<file path="config.mk">
export PLATFORM = sky130hd
export DESIGN_NAME = rv32_barrel_hart_scheduler
export DESIGN_NICKNAME = d
export VERILOG_FILES = /design/src/rtl/rv32_barrel_hart_scheduler.sv
export SDC_FILE = /design/constraint.sdc
export NUM_CORES = 1
export LEC_CHECK = 0
export ABC_AREA = 0
export CAP_MARGIN = 20
export CORE_MARGIN = 1
export CORE_UTILIZATION = 50
export CTS_BUF_LIST = sky130_fd_sc_hd__clkbuf_4
export CTS_CLUSTER_DIAMETER = 80
export DETAILED_ROUTE_END_ITERATION = 10
export PLACE_DENSITY_LB_ADDON = 0.08
export SYNTH_ARGS = -nofsm -noshare
export SYNTH_HDL_FRONTEND = slang
export SYNTH_SLANG_ARGS = --single-unit
export TNS_END_PERCENT = 50
</file>
<file path="constraint.sdc">
create_clock -name clk -period 3.25 [get_ports clk]
set_input_delay 0.8125 -clock clk [delete_from_list [all_inputs] [get_ports clk]]
set_output_delay 0.8125 -clock clk [all_outputs]
set_load 0.02 [all_outputs]
</file>
<file path="src/rtl/rv32_barrel_hart_scheduler.sv">
`default_nettype none
// ============================================================================
// Module      : rv32_barrel_hart_scheduler
// Description : Round-robin barrel scheduler. Issues one hart per slot and
//               carries {hart id, valid} tags down a fetch..writeback pipe.
// Revision    : 1.0 - initial release
// ============================================================================
module rv32_barrel_hart_scheduler #(
    parameter int NUM_HARTS      = 8,
    parameter int HART_CNT_WIDTH = $clog2(NUM_HARTS),
    parameter int NUM_STAGES     = 4,
    parameter int RD_STAGE       = 1,
    parameter int WB_STAGE       = NUM_STAGES - 1
) (
    input  logic                      clk,
    input  logic                      rst,
    input  logic                      start,
    input  logic [NUM_HARTS-1:0]      start_mask,
    input  logic                      stop,
    input  logic                      stall,
    input  logic                      halt_req,
    input  logic [HART_CNT_WIDTH-1:0] halt_id,
    output logic [HART_CNT_WIDTH-1:0] fetch_hart,
    output logic                      fetch_valid,
    output logic [HART_CNT_WIDTH-1:0] rsa_hart,
    output logic                      rsa_valid,
    output logic [HART_CNT_WIDTH-1:0] rd_hart,
    output logic                      wb_valid,
    output logic [NUM_HARTS-1:0]      hart_active,
    output logic                      busy
);

    typedef enum logic [1:0] {
        ST_IDLE  = 2'd0,
        ST_RUN   = 2'd1,
        ST_DRAIN = 2'd2
    } state_t;

    localparam logic [HART_CNT_WIDTH:0]   c_NUM_HARTS = (HART_CNT_WIDTH + 1)'(NUM_HARTS);
    localparam logic [HART_CNT_WIDTH-1:0] c_LAST_ID   = HART_CNT_WIDTH'(NUM_HARTS - 1);

    state_t                      r_state;
    logic [HART_CNT_WIDTH-1:0]   r_cnt;
    logic [NUM_HARTS-1:0]        r_active;
    logic [HART_CNT_WIDTH-1:0]   r_tag_id  [NUM_STAGES];
    logic                        r_tag_vld [NUM_STAGES];

    logic                        w_halt_hit;
    logic [NUM_HARTS-1:0]        w_active_halt;
    logic [HART_CNT_WIDTH-1:0]   w_cnt_nxt;
    logic                        w_fetch_valid;
    logic                        w_drain_done;

    // Out-of-range hart IDs are silently dropped rather than aliased.
    assign w_halt_hit = halt_req && ({1'b0, halt_id} < c_NUM_HARTS);

    always_comb begin
        w_active_halt = r_active;
        for (int i = 0; i < NUM_HARTS; i++) begin
            if (w_halt_hit && (halt_id == HART_CNT_WIDTH'(i))) begin
                w_active_halt[i] = 1'b0;
            end
        end
    end

    assign w_cnt_nxt     = (r_cnt == c_LAST_ID) ? '0 : r_cnt + 1'b1;
    assign w_fetch_valid = (r_state == ST_RUN) && r_active[r_cnt] && !stall;

    // Stage 0 always refills with a bubble in DRAIN, so the pipe is empty after
    // this edge when every stage but the last is already clear.
    always_comb begin
        w_drain_done = 1'b1;
        for (int i = 0; i < NUM_STAGES - 1; i++) begin
            if (r_tag_vld[i]) begin
                w_drain_done = 1'b0;
            end
        end
    end

    always_ff @(posedge clk) begin
        if (rst) begin
            r_state  <= ST_IDLE;
            r_cnt    <= '0;
            r_active <= '0;
        end else begin
            r_active <= w_active_halt;
            if (!stall) begin
                case (r_state)
                    ST_IDLE: begin
                        if (start && (start_mask != '0)) begin
                            r_state  <= ST_RUN;
                            r_active <= start_mask;
                            r_cnt    <= '0;
                        end
                    end
                    ST_RUN: begin
                        r_cnt <= w_cnt_nxt;
                        if (stop || (w_active_halt == '0)) begin
                            r_state <= ST_DRAIN;
                        end
                    end
                    ST_DRAIN: begin
                        r_cnt <= w_cnt_nxt;
                        if (w_drain_done) begin
                            r_state <= ST_IDLE;
                        end
                    end
                    default: r_state <= ST_IDLE;
                endcase
            end
        end
    end

    always_ff @(posedge clk) begin
        if (rst) begin
            for (int i = 0; i < NUM_STAGES; i++) begin
                r_tag_id[i]  <= '0;
                r_tag_vld[i] <= 1'b0;
            end
        end else if (!stall) begin
            r_tag_id[0]  <= r_cnt;
            r_tag_vld[0] <= w_fetch_valid;
            for (int i = 1; i < NUM_STAGES; i++) begin
                r_tag_id[i]  <= r_tag_id[i-1];
                r_tag_vld[i] <= r_tag_vld[i-1];
            end
        end
    end

    assign fetch_hart  = r_cnt;
    assign fetch_valid = w_fetch_valid;
    assign rsa_hart    = r_tag_id[RD_STAGE];
    assign rsa_valid   = r_tag_vld[RD_STAGE];
    assign rd_hart     = r_tag_id[WB_STAGE];
    assign wb_valid    = r_tag_vld[WB_STAGE];
    assign hart_active = r_active;
    assign busy        = (r_state != ST_IDLE);

endmodule
`default_nettype wire
</file>
After elaboration in Yosys (flattened, before gate mapping)
Memory sizes are Yosys's and may differ from the RTL's.
Index checks and enable logic that the tools add are counted.
{ "totals": {"reg_bits": 13, "latch_bits": 0, "ram_bits": 16, "romBits": 0, "inputBits": 17, "output_inout_bits": 21, "word_cells": 87, "mem_count": 2} }
{ "memory_table": {"columns": ["memory", "depth", "word_bits", "rd", "rd_ports_with_merged_regs", "write_ports", "line_no", "rtl"], "rows": [
  ["r_tag_id", 4, 3, 4, 0, 4, "45", "logic [HART_CNT_WIDTH-1:0] r_tag_id [NUM_STAGES];"],
  ["r_tag_vld", 4, 1, 4, 0, 4, "46", "logic r_tag_vld [NUM_STAGES];"]
]} }
{ "classes": {"add_sub_neg": 1, "multipliers": 0, "n_div": 0, "order_cmp": 1, "n_eq_ne": 13, "shift": 0, "n_mux": 36, "n_bitwise": 9, "reduce_logical": 22} }
{ "ops": {"columns": ["cell", "count"], "rows": [
  ["2-to-1 mux 8 bit", 3],
  ["2-to-1 mux 1 bit", 21],
  ["2-to-1 mux 3 bit", 6],
  ["equality test 3 bit, second input constant", 5],
  ["logical AND 1 bit", 11],
  ["logical NOT 8 bit", 1],
  ["bitwise OR 1 bit", 8],
  ["nonzero test 8 bit", 1],
  ["equality test 3 x 2 -> 1 bit, second input constant", 2],
  ["2-to-1 mux 2 bit", 3],
  ["case mux 2 bit (3 select lines)", 1],
  ["case mux 3 bit (2 select lines)", 1],
  ["< comparator 3 x 4 -> 1 bit, second input constant", 1],
  ["inequality test 2 bit, second input constant", 2],
  ["AND reduction 4 bit", 1],
  ["nonzero test 2 bit", 2],
  ["adder 3 x 1 -> 3 bit, second input constant", 1],
  ["binary-select mux 1 bit (select 3 bit)", 1],
  ["equality test 3 x 1 -> 1 bit, second input constant", 1],
  ["logical NOT 3 bit", 1],
  ["AND reduction 3 bit", 1],
  ["equality test 2 x 1 -> 1 bit, second input constant", 1],
  ["equality test 2 bit, second input constant", 1],
  ["logical NOT 2 bit", 1],
  ["5 further kinds", 5]
]} }

Depth between registers and ports, before layout
Gate-level depths: netlist of the first run.
{ "depth": {"depth_word": 7, "ltp_mapped": 7, "ltp_nobuf": 6} }

Worst setup path after synthesis of the first run
Ideal clock, no wire load.
{ "synth_path": {"kind": "register -> output", "from": "reg r_cnt[0], in the netlist fetch_hart[0]", "to": "out fetch_valid", "arrival_time_ns": 1.346, "required_time_ns": 2.438, "slack_ns": 1.091, "stages_incl_launch_ff": 4, "n_path_buf": 0, "path_cell_list": "dfxtp_1 > mux4_2 > mux2i_1 > nor3_1"} }
{ "synth_via": {"elab_chain_cells": 4} }
{ "synth_rtl": {"columns": ["item", "line_no", "rtl"], "rows": [
  ["from (decl)", "43", "logic [HART_CNT_WIDTH-1:0] r_cnt;"],
  ["from (signal assigned)", "97", "r_cnt <= w_cnt_nxt;"],
  ["from (signal assigned)", "103", "r_cnt <= w_cnt_nxt;"],
  ["binary-select mux 1 bit (select 3 bit)", "67", "assign w_fetch_valid = (r_state == ST_RUN) && r_active[r_cnt] && !stall;"],
  ["2-to-1 mux 1 bit (implied by the code)", "67", null],
  ["logical AND 1 bit (2 in series)", "67", null],
  ["to (decl)", "24", "output logic fetch_valid,"]
]} }
Every way passes these cells. The select of a mux whose other input is x is not followed.

Worst setup path after layout of the first run
Same ends and word-level chain as after synthesis.

==> results of run 1 <==
## cells by family (layout without fill, tap and decap cells)
logic type / Yosys count / in the layout / synth area share
AO/OA/AOI/OAI: 33 / 33 / 0.154
multiplexers: 4 / 4 / 0.0449
AND/OR/NAND/NOR: 53 / 53 / 0.208
flip-flops: 29 / 29 / 0.511
buffers and inverters: 11 / 53 / 0.0302
adder cells (fa/ha/maj): 6 / 6 / 0.0518
## final timing paths
kind / from / to / cells after the start
max: fetch_hart[0]$_SDFFE_PP0P_ / fetch_valid / 4
min reg2reg: r_tag_id[0][2]$_SDFFCE_PN0P_ / r_tag_id[1][2]$_SDFFCE_PN0P_ / 1
max reg2reg: r_state[0]$_SDFFE_PP0P_ / fetch_hart[0]$_SDFFE_PP0P_ / 6
min: r_tag_id[0][2]$_SDFFCE_PN0P_ / r_tag_id[1][2]$_SDFFCE_PN0P_ / 1
## per-stage QoR
stage	area (um^2)	power [uW]	utilization	hold WS, ns	cells
3_3_place_gp	1850	608	0.672	0.506	201
3_5_place_dp	1850	612	0.672	0.512	201
4_1_cts	1910	829	0.692	0.534	209
2_1_floorplan	1450	534	-	0.483	136
6_report	1910	819	0.692	0.531	209
5_1_grt	1910	867	0.692	0.559	209
## power by group
part / switching [uW] / leakage (uW) / internal [uW]
Combinational: 90.3 / 0.000378 / 86.4
Sequential: 18.8 / 0.000284 / 409
Clock: 115 / 0.0000338 / 99.6
## state kept, by name, indices dropped and copies added, names as in the netlist
signal	count
fetch_hart	3
r_tag_id	12
hart_active	8
r_state	2
r_tag_vld	4
## critical path, delay by kind of cell (launching register included)
kind	cells	cell delay (ns)
multiplexers	2	0.79
buffers and inverters	1	0.54
flip-flops	1	0.47
AND/OR/NAND/NOR	1	0.08
## layer usage
metal | wire length [um] | share of wire | GRT usage
met3 | 178 | 0.060 | 0.0837
met2 | 1420 | 0.48 | 0.353
met4 | 77 | 0.026 | 0.122
met5 | 0 | 0 | 0
met1 | 1290 | 0.43 | 0.258
## final cells by class
type                    count  area (um^2)
inverters                   6         22.5
clock inverters             1         3.75
fillers                   219          850
well taps                  31         38.8
clock buffers               7         52.6
repair buffers             39          385
flip-flops and latches     29          741
multi-input cells          96          664
## synthesized netlist by cell type, types with 2 or more instances
master and number:
sky130_fd_sc_hd__a21oi_1 13, sky130_fd_sc_hd__nor2_1 2, sky130_fd_sc_hd__mux2i_1 2, sky130_fd_sc_hd__o311ai_1 2
sky130_fd_sc_hd__o211ai_1 6, sky130_fd_sc_hd__dfxtp_1 13, sky130_fd_sc_hd__nor3_1 3, sky130_fd_sc_hd__nand2_1 14
sky130_fd_sc_hd__or3_1 2, sky130_fd_sc_hd__nand2b_1 7, sky130_fd_sc_hd__ha_1 6, sky130_fd_sc_hd__and2_1 15
sky130_fd_sc_hd__mux4_2 2, sky130_fd_sc_hd__clkbuf_1 3, sky130_fd_sc_hd__inv_1 6, sky130_fd_sc_hd__buf_2 2
sky130_fd_sc_hd__nand3_1 2, sky130_fd_sc_hd__o22ai_1 3, sky130_fd_sc_hd__edfxtp_1 16
==> metrics.md, run 1 <==
| Metric | Value |
|---|---|
| Status | `completed` |
| Antenna violation net count after detailed routing | `0` |
| Max-slew violation count | `0` |
| Count of final hold-check violations | `0` |
| Post-synthesis register bit count | `29` |
| Maximum VDD drop | `roughly 0.46 mV` |
| Global-route wire length before repair | `5330 um` |
| Data required time at the worst endpoint | `~2.4 ns` |
| Power per Cell Area | `roughly 430 nW/um^2` |
| Share of final-layout standard cells stronger than drive strength 1 | `0.0843` |
| Tightest Pin Transition | `about 0.74 ns` |
| Cell types occupying the most area after synthesis | `sky130_fd_sc_hd__edfxtp_1 (33%), sky130_fd_sc_hd__dfxtp_1 (18%), sky130_fd_sc_hd__and2_1 (6.5%)` |
| Static Leak | `0.000696 uW` |
| Final sum of negative setup slack | `0 ns` |
| Largest fanout on the critical path | `7` |
| Area inside the core boundary | `roughly 2800 um^2` |
| Synth-to-layout area growth | `31.7%` |
| Syn_nets | `approximately 160` |
| Path type of the worst setup path | `flop to output port` |
| Total vias in the final route | `1189` |
| Initial antenna violation count | `0` |
| Data arrival time at the worst-slack endpoint | `around 2.2 ns` |
| Post-Synthesis Mean Instance Area | `roughly 11 um^2` |
| Number of buffers added on ports | `37` |
| Finish-stage setup viols | `0` |
| Detailed Routing Iterations Pass 1 | `4` |
| Clk pin slew, worst setup/hold paths | `~0.080 ns` |
| Nets | `200` |
| YS warnings | `0` |
| Number of gates resized after cts | `0` |
| Buffer cell driving the clock tree root | `sky130_fd_sc_hd__clkbuf_4` |
| Slew HR | `0.504` |
| Final setup margin | `roughly 0.24 ns` |
| Maximum number of pins on one net before global-route repair | `17` |
| Number of buffers inserted by post-CTS setup repair | `0` |
| Clock H-tree levels | `2` |
| Area of the die | `3120 um^2` |
| Number of DRC markers in iteration 0 | `43` |
| Hold/Removal Path Class | `flop to flop` |
| Number of buffers inserted during clock tree synthesis | `5` |
| Most common library cell in the layout ignoring fill and taps | `sky130_fd_sc_hd__clkdlybuf4s50_1` |
| Cell type contributing the most total cell area after synthesis | `sky130_fd_sc_hd__edfxtp_1` |
| Total global-route track usage | `0.221` |
| Primary flip-flop cell chosen by synthesis mapping | `sky130_fd_sc_hd__edfxtp_1` |
| Worst R2R Setup Slack | `about 1.4 ns` |
| Share of synthesized registers carrying an async set or reset | `0` |
| Worst-path cell with the longest stage delay | `sky130_fd_sc_hd__mux4_2` |
| Final weighted congestion in routability-driven placement | `slightly below 0.9` |
| Max-capacitance violation count | `0` |
| Final critical path time including I/O delays and setup | `around 3.0 ns` |
| Latest clock arrival within the worst-skew pair | `between 0.3 and 0.4 ns` |
| Netlist area before placement | `about 1400 um^2` |
| # DRC | `0` |
| Deepest clock path buffer count | `2` |
| # hold bufs at CTS | `0` |
| Clock sink count | `29` |
| Sequential area share after synthesis | `0.511` |
| Cells after synthesis | `136` |
| Overflow left after global routing | `0` |
| Final clock period utilization by the worst path | `0.927` |
| Wirelength per Cell | `between 10 and 15 um` |
| Io pins | `38` |
| Clk_skew | `roughly 0.0085 ns` |
| Final HPWL DP | `about 2200 um` |
| Crit-path cells | `mux4_2, mux2i_1, nor3_1, clkdlybuf4s50_1` |
| Number of enable-type register cells in the synthesized netlist | `16` |
| Area fraction of the dominant cell type after synthesis | `0.332` |
| Number of antenna cells inserted | `0` |
| Critical path capture point type | `output port` |
| Max Freq | `~0.33 GHz` |
| Total wire length | `roughly 3000 um` |
| RSZ-0062 raised after global routing | `false` |
| Avg Vias per Cell | `5.69` |
| Floorplan row count | `19` |
| Crit path launch type | `flop` |
| Initial core utilization | `0.525` |
| Vias in the first global route | `1207` |
| Vertical die dimension | `between 50 and 60 um` |
| Distinct cell type count after synthesis | `36` |
| TritonCTS clock tree | `built` |
| Die extent in x | `roughly 56 um` |
| Most used cells in the layout excluding fill and tap cells | `sky130_fd_sc_hd__clkdlybuf4s50_1 (37), sky130_fd_sc_hd__edfxtp_1 (16), sky130_fd_sc_hd__and2_1 (15)` |
| Stage delay of the slowest cell on the critical path | `0.54 ns` |
| Worst slack at placement | `between 0.3 and 0.4 ns` |
(Power assumes the default switching activity.)
==> run 2, diff against run 1 <==
==> constraint.sdc (replaced) <==
create_clock -name clk -period 3.3 [get_ports clk]
set_input_delay 0.825 -clock clk [delete_from_list [all_inputs] [get_ports clk]]
set_output_delay 0.825 -clock clk [all_outputs]
set_load 0.02 [all_outputs]
==> metrics.md, run 2 (synthesis results as in run 1) <==
| Metric | Value |
|---|---|
| Largest fanout on the critical path | `7 (unchanged)` |
| Io pins | `38 (unchanged)` |
| Static Leak | `0.000693 uW (-0.45%)` |
| Floorplan row count | `19 (unchanged)` |
| Crit path launch type | `input pin` |
| Number of buffers inserted during clock tree synthesis | `5 (unchanged)` |
| Met3 GRT Util | `0.0651 (-0.0186)` |
| Clock group share of total power | `0.260 (-0.002)` |
| Power dissipated by switching net loads | `226 uW (+0.81%)` |
| Avg Vias per Cell | `5.62 (-1.3%)` |
| Number of DRC markers in iteration 0 | `29 (-33%)` |
| Sequential share of power | `0.525 (+0.003)` |
| Slew HR | `0.487 (-0.0174)` |
| Max Freq | `around 0.33 GHz` |
| Critical path capture point type | `output port` |
| Most common library cell in the layout ignoring fill and taps | `sky130_fd_sc_hd__clkdlybuf4s50_1` |
| Total wire length | `2930 um (-1.3%)` |
| # DRC | `0 (unchanged)` |
| Number of buffers inserted by post-CTS setup repair | `0 (unchanged)` |
| Nets | `199 (-0.50%)` |
| Final critical path time including I/O delays and setup | `between 3 and 4 ns` |
| Number of gates resized after cts | `0 (unchanged)` |
| Area inside the core boundary | `2760 um^2 (unchanged)` |
| Area of the die | `3120 um^2 (unchanged)` |
| Share of final-layout standard cells stronger than drive strength 1 | `0.0847 (+0.000476)` |
| Number of cell instances on the worst register-to-register path | `6 (unchanged)` |
| Clk_skew | `0.00463 ns (-0.00391 ns)` |
| Finish-stage setup viols | `0 (unchanged)` |
| Clk pin slew, worst setup/hold paths | `0.09 ns (about the same)` |
| Worst slack at placement | `0.267 ns (-0.118 ns)` |
| Clock H-tree levels | `2 (unchanged)` |
| Maximum VDD drop | `0.293 mV (-36%)` |
| Met1 layer usage reported by global route | `0.267 (+0.00955)` |
| Count of final hold-check violations | `0 (unchanged)` |
| Global-route met2 utilization | `0.363 (+0.0103)` |
| Final clock period utilization by the worst path | `0.916` |
| Initial core utilization | `0.525 (unchanged)` |
| Combinational power share | `0.215 (about the same)` |
| Initial antenna violation count | `0 (unchanged)` |
| Antenna violation net count after detailed routing | `0 (unchanged)` |
| Power per Cell Area | `422 nW/um^2 (-1.7%)` |
| Most used cells in the layout excluding fill and tap cells | `sky130_fd_sc_hd__clkdlybuf4s50_1 (37), sky130_fd_sc_hd__edfxtp_1 (16), sky130_fd_sc_hd__and2_1 (15)` |
| Clock sink count | `29 (unchanged)` |
| Path type of the worst setup path | `input pin to output port` |
| Die extent in x | `55.8 um (unchanged)` |
| TritonCTS clock tree | `built` |
| Final HPWL DP | `2170 um (-1.7%)` |
| Post-layout util | `0.689 (-0.00318)` |
| Final weighted congestion in routability-driven placement | `0.831 (-4.3%)` |
| RSZ-0062 raised after global routing | `false` |
| Busiest layer in global routing | `met2` |
| Tightest Pin Transition | `0.764 ns (+0.0259 ns)` |
| Cell internal power dissipation | `576 uW (-3.2%)` |
| Count of non-filler cells in the finished layout | `208 (-0.48%)` |
| Vertical die dimension | `55.8 um (unchanged)` |
| Data arrival time at the worst-slack endpoint | `2.20 ns (about the same)` |
| Final sum of negative setup slack | `0 ns (unchanged)` |
| Hold/Removal Path Class | `flop to flop` |
| Wirelength per Cell | `14.1 um (-0.81%)` |
| Deepest clock path buffer count | `2 (unchanged)` |
| Buffer cell driving the clock tree root | `sky130_fd_sc_hd__clkbuf_4` |
| Data required time at the worst endpoint | `2.47 ns (+0.03 ns)` |
| Overflow left after global routing | `0 (unchanged)` |
| Number of buffers added on ports | `37 (unchanged)` |
| Final setup margin | `0.276 ns (+0.0380 ns)` |
| Number of instances on the worst hold path | `2 (+1)` |
| Number of cells in the design after placement | `200 (-0.50%)` |
| Synth-to-layout area growth | `31.1%` |
| Pwr Total | `802 uW (-2.1%)` |
| Max-slew violation count | `0 (unchanged)` |
| # hold bufs at CTS | `0 (unchanged)` |
| Latest clock arrival within the worst-skew pair | `0.32 ns (about the same)` |
| Max-capacitance violation count | `0 (unchanged)` |
| Largest register FFs | `12 (unchanged)` |
| Status | `completed` |
| Register ranked first by flip-flop count | `r_tag_id` |
| Total vias in the final route | `1168 (-1.8%)` |
| Total global-route track usage | `0.221 (-0.000388)` |
| Global-route wire length before repair | `5230 um (-1.9%)` |
| Vias in the first global route | `1149 (-4.8%)` |
| Maximum number of pins on one net before global-route repair | `17 (unchanged)` |
| Detailed Routing Iterations Pass 1 | `6 (+2)` |
| Number of antenna cells inserted | `0 (unchanged)` |
| Sw Share | `0.282 (+0.00814)` |
-- run 2: changes by cell type in the layout (fill, tap and decap cells not counted), sizes merged --
cell / delta
buf: -1
clkinv: +1
clkbuf: -1
-- run 2: layer usage --
| metal | routed length (um) | share of wire | vias up |
|---|---|---|---|
| met1 | 1320 | 0.45 | 539 |
| li1 | - | - | 583 |
| met5 | 0 | 0 | - |
| met2 | 1430 | 0.49 | 40 |
| met3 | 131 | 0.045 | 6 |
| met4 | 53 | 0.018 | 0 |
-- run 2: critical path: stages --
cell                              delay (ns)
sky130_fd_sc_hd__clkdlybuf4s50_1        0.53
sky130_fd_sc_hd__nor3_1                 0.22
sky130_fd_sc_hd__clkdlybuf4s50_1        0.63
-- run 2: worst paths after layout --
check	from	end	slack, ns
worst min-delay path	fetch_hart[2]$_SDFFE_PP0P_	fetch_hart[2]$_SDFFE_PP0P_	0.53
worst max register to register	r_state[0]$_SDFFE_PP0P_	fetch_hart[0]$_SDFFE_PP0P_	1.51
worst max-delay path	stall	fetch_valid	0.28
worst min register to register	fetch_hart[2]$_SDFFE_PP0P_	fetch_hart[2]$_SDFFE_PP0P_	0.53
-- run 2: power by group through the flow --
stage               sequential, uW  clock [uW]  combinational (uW)
floorplan                      442           0                84.5
global placement               429           0                 169
detailed placement             430           0                 172
CTS                            422         215                 173
global route                   425         230                 189
finish                         421         208                 172
-- run 2: area by class of cell --
type                       count  area [um^2]
timing repair buffer          38          378
fill                         223          858
inverter                       6         22.5
multi-input combinational     96          664
sequential                    29          741
clock inverter                 2         10.0
clock buffer                   6         45.0
tap                           31         38.8
-- run 2: per-stage QoR --
step,instance area [um^2],hold WS (ns)
2_1_floorplan,1450,0.483
3_3_place_gp,1840,0.507
3_5_place_dp,1840,0.515
4_1_cts,1900,0.529
5_1_grt,1900,0.558
6_report,1900,0.528
==> RTL edit 1, RTL diff (flow settings as in run 2) <==
Change the parameter `NUM_HARTS` from 8 to 4.
--- a/src/rtl/rv32_barrel_hart_scheduler.sv
+++ b/src/rtl/rv32_barrel_hart_scheduler.sv
@@ -6,7 +6,7 @@
 // Revision    : 1.0 - initial release
 // ============================================================================
 module rv32_barrel_hart_scheduler #(
-    parameter int NUM_HARTS      = 8,
+    parameter int NUM_HARTS      = 4,
     parameter int HART_CNT_WIDTH = $clog2(NUM_HARTS),
     parameter int NUM_STAGES     = 4,
     parameter int RD_STAGE       = 1,
Ports: changed (6 resized); port bits go from 38 to 26. No check against the original RTL was run, so the function may have changed too.
==> RTL edit 1 against run 2 <==
Worst setup slack lost 0.051 ns; clock skew grew 0.0030 ns; cell area shrank 31%; combinational power shrank 5%; sequential cell count shrank 9; register-to-register slack gained 0.02 ns; synthesized area shrank 31%; total power shrank 27%; via count shrank 35%; sequential power shrank 28%; routed wire length shrank 27%; critical endpoint unchanged; largest cell class unchanged; highest routed layer unchanged.
==> RTL edit 1: results (changes against run 2) <==
Status
Outcome: complete, no violations (unchanged).

Clock tree
The depth of the CTS H-tree is 1 (was 2). The worst-skew pair later-pin latency is 0.30 ns (was 0.32 ns).

Global route
The combined global-route utilization of all metal layers is 22.7% (was 22.1%). The met2 layer usage reported by global route is 38.1% (was 36.3%).

Synth
The distinct cell type count of the synthesized netlist is 26 (was 36). The number of nets produced by synthesis was 107 (was 159). The adder-cell share of the synthesized area is 6.22% (was 5.18%). The portion of the post-synthesis area used by sequential elements is 51.7% (was 51.1%). The multiplexer share of the synthesized area is 7.21% (was 4.49%).

Most area-consuming cells after synthesis: sky130_fd_sc_hd__edfxtp_1 36%, sky130_fd_sc_hd__dfxtp_1 16%, sky130_fd_sc_hd__and2_1 7.5%, sky130_fd_sc_hd__ha_1 6.2%, sky130_fd_sc_hd__mux2i_1 5.0% (was sky130_fd_sc_hd__edfxtp_1 33%, sky130_fd_sc_hd__dfxtp_1 18%, sky130_fd_sc_hd__and2_1 6.5%, sky130_fd_sc_hd__ha_1 5.2%, sky130_fd_sc_hd__a21oi_1 4.5%).

Timing
The final critical-path setup slack is 0.225 ns (was 0.276 ns). The slew of the pin with the lowest slew margin is 0.518 ns (was 0.764 ns). The worst clock skew on the final layout was 0.00759 ns (was 0.00463 ns).

Detailed routing
The average wire per standard cell is 15.0 um (was 14.1 um). The number of vias after detailed routing is 760 (was 1168). The detailed-routing iteration count for the pre-antenna-repair pass is 4 (was 6).

The met2 wire length is 1020 um (was 1430 um).

Cells and area
The final instance count without filler cells came to 142 (was 208). The fraction of layout cells with a size suffix above 1 is 7.69% (was 8.47%).

Place
The half-perimeter wire length of the detailed placement result was 1610 um (was 2170 um). The final weighted congestion in routability-driven placement is 0.842 (was 0.831).

Worst setup path
The internal reg-to-reg setup slack is 1.53 ns (was 1.51 ns). The data arrival time of the worst path is 2.25 ns (was 2.20 ns).

Power and ir drop
The leakage power of the design is 0.529 nW (was 0.693 nW).
-- RTL edit 1: power by group through the flow --
| stage | sequential, mW | clock [mW] | combinational, mW |
|---|---|---|---|
| after detailed placement | 0.310 | 0 | 0.162 |
| after global routing | 0.307 | 0.126 | 0.177 |
| after global placement | 0.309 | 0 | 0.155 |
| final | 0.305 | 0.116 | 0.163 |
| after floorplan | 0.318 | 0 | 0.0844 |
| after CTS | 0.305 | 0.120 | 0.163 |
-- RTL edit 1: worst min-delay path by stage --
stage              startpoint  cells past startpoint             end
2_1_floorplan      r_state[0]                      2      r_state[0]
3_3_place_gp       r_state[0]                      2      r_state[0]
3_5_place_dp   r_tag_id[2][1]                      1  r_tag_id[3][1]
4_1_cts            r_state[0]                      2      r_state[0]
5_1_grt            r_state[0]                      2      r_state[0]
6_report           r_state[0]                      2      r_state[0]
-- RTL edit 1: layout make-up --
type / instances / area [um^2] / area share (%)
inverters: 7 / 26.3 / 2.01
clock inverters: 1 / 3.75 / 0.287
well taps: 25 / 31.3 / 2.39
clock buffers: 3 / 22.5 / 1.72
flip-flops and latches: 20 / 520 / 39.8
multi-input cells: 61 / 452 / 34.6
repair buffers: 25 / 250 / 19.2
-- RTL edit 1: kinds of logic after synthesis --
group / after synthesis
AOI/OAI and AO/OA: 15
buffers and inverters: 9
adders and majority gates: 5
DFF: 20
muxes: 7
and+or+nand+nor: 34
-- RTL edit 1: worst min-delay path, stage by stage, from the launching register on --
cell and delay [ns]:
sky130_fd_sc_hd__dfxtp_1 0.36, sky130_fd_sc_hd__nand2_1 0.07, sky130_fd_sc_hd__mux2i_1 0.06
==> RTL edit 2, RTL diff (flow settings as in run 2) <==
Without the edit above. Make the reset (`rst`) asynchronous in 2 clocked blocks.
--- a/src/rtl/rv32_barrel_hart_scheduler.sv
+++ b/src/rtl/rv32_barrel_hart_scheduler.sv
@@ -77,7 +77,7 @@
         end
     end
 
-    always_ff @(posedge clk) begin
+    always_ff @(posedge clk or posedge rst) begin
         if (rst) begin
             r_state  <= ST_IDLE;
             r_cnt    <= '0;
@@ -111,7 +111,7 @@
         end
     end
 
-    always_ff @(posedge clk) begin
+    always_ff @(posedge clk or posedge rst) begin
         if (rst) begin
             for (int i = 0; i < NUM_STAGES; i++) begin
                 r_tag_id[i]  <= '0;
Behaviour: differs if rst is asserted again (counterexample within 4 cycles, from zero or initial values and one cycle with rst high); with rst held inactive, the same outputs for 10 cycles.
==> RTL edit 2 against run 2 <==
Worst setup slack improved by 0.019 ns; routed wire length increased by 21%; sequential cell count unchanged; synthesized area increased by 12%; non-clock buffer count increased by 2; cell area increased by 6.1%; synthesized cell count increased by 5.9%; largest cell class is now multi-input gates.
Power is not compared: it rests on default switching activity, and its combinational part moved more than twofold at a synthesized area within 25%.
==> RTL edit 2: results (changes against run 2) <==
Place
The standard cell area after detailed placement is 1970 um^2 (was 1840 um^2). The number of instances in the placed design came to 216 (was 200). The half-perimeter wire length of the detailed placement result was 2580 um (was 2170 um).

Global route
The combined global-route utilization of all metal layers came to 23.3% (was 22.1%). The largest net degree at the start of global routing came to 30 (was 17).

Cells and area
The number of nets in the finished design came to 202 (was 199). The flip-flop count of the largest register after layout came to 8 (was 12). The fraction of layout cells with a size suffix above 1 is 20.0% (was 8.47%). The count of filler cells inserted in the layout was 278 (was 223).

Synth
The number of nets produced by synthesis is 167 (was 159). Synth top cells by count: 29 x sky130_fd_sc_hd__dfrtp_1, 14 x sky130_fd_sc_hd__inv_1, 13 x sky130_fd_sc_hd__mux2_2, 11 x sky130_fd_sc_hd__o21ai_0, 7 x sky130_fd_sc_hd__o211ai_1 (was 16 x sky130_fd_sc_hd__edfxtp_1, 15 x sky130_fd_sc_hd__and2_1, 14 x sky130_fd_sc_hd__nand2_1, 13 x sky130_fd_sc_hd__a21oi_1, 13 x sky130_fd_sc_hd__dfxtp_1). The adder-cell share of the synthesized area was 4.62% (was 5.18%). The mean instance size in the synthesized netlist is 11.3 um^2 (was 10.7 um^2).

The portion of the post-synthesis area used by sequential elements is 44.7% (was 51.1%). The multiplexer share of the synthesized area is 13.6% (was 4.49%). The area fraction in compound gates after synthesis was 13.9% (was 15.4%). The share of synthesized flip-flops with an asynchronous set or reset is 100% (was 0%). Most area-consuming cells after synthesis: sky130_fd_sc_hd__dfrtp_1 45%, sky130_fd_sc_hd__mux2_2 9.0%, sky130_fd_sc_hd__ha_1 4.6%, sky130_fd_sc_hd__o21ai_0 3.4%, sky130_fd_sc_hd__inv_1 3.2% (was sky130_fd_sc_hd__edfxtp_1 33%, sky130_fd_sc_hd__dfxtp_1 18%, sky130_fd_sc_hd__and2_1 6.5%, sky130_fd_sc_hd__ha_1 5.2%, sky130_fd_sc_hd__a21oi_1 4.5%).

Timing
The worst clock skew on the final layout is 0.0169 ns (was 0.00463 ns). The max-slew headroom at the worst pin is 57.9% (was 48.7%).

Worst setup path
The largest fanout on the critical path is 6 (was 7). The data arrival time of the worst path came to 2.18 ns (was 2.20 ns). The cell type group with the largest total delay on the critical path is multiplexers (was buffers and inverters).

Detailed routing
The number of DRC markers after the initial detailed-route iteration was 48 (was 29). The number of vias after detailed routing was 1234 (was 1168). The via count normalized by instance count is 5.51 (was 5.62).

Status
Outcome: complete, no violations (unchanged).
-- RTL edit 2: metal layers --
layer / track usage, % / routed length (um)
met5: 0 / 0
met4: 8.16 / 51
met3: 6.77 / 157
met2: 40.6 / 1780
met1: 27.3 / 1550
-- RTL edit 2: logic make-up (layout without fill, tap and decap cells) --
kind of cell | Yosys count | in the layout
simple gates | 32 | 32
mux | 18 | 18
compound gates | 33 | 33
buf+inv | 26 | 62
flops | 29 | 29
fa+ha+maj | 6 | 6
-- RTL edit 2: power by group through the flow --
stage | Clock, mW | Sequential [mW] | Combinational [mW]
after floorplan | 0 | 0.700 | 0.464
after global placement | 0 | 0.649 | 0.785
after detailed placement | 0 | 0.669 | 0.805
after CTS | 0.214 | 0.662 | 0.809
after global routing | 0.227 | 0.683 | 0.871
final | 0.206 | 0.664 | 0.805
-- RTL edit 2: path summary, 6_finish.rpt --
check                              startpoint        endpoint  slack (ns)  cells past startpoint
worst max-delay path            fetch_hart[0]     fetch_valid        0.30                      4
worst min-delay path             r_tag_id[10]    r_tag_id[10]        0.49                      2
worst max register to register     r_state[0]  hart_active[6]        1.39                      6
worst min register to register   r_tag_id[10]    r_tag_id[10]        0.49                      2
max in group asynchronous                 rst   fetch_hart[2]        2.17                      3
min in group asynchronous                 rst  hart_active[0]        0.85                      3
-- RTL edit 2: final cells by class --
cell class,count,area share (%)
clock buffer,5,1.86
clock inverter,3,0.621
inverter,14,2.61
multi-input combinational,89,36.7
sequential,29,36.0
tap,44,2.73
timing repair buffer,40,19.5
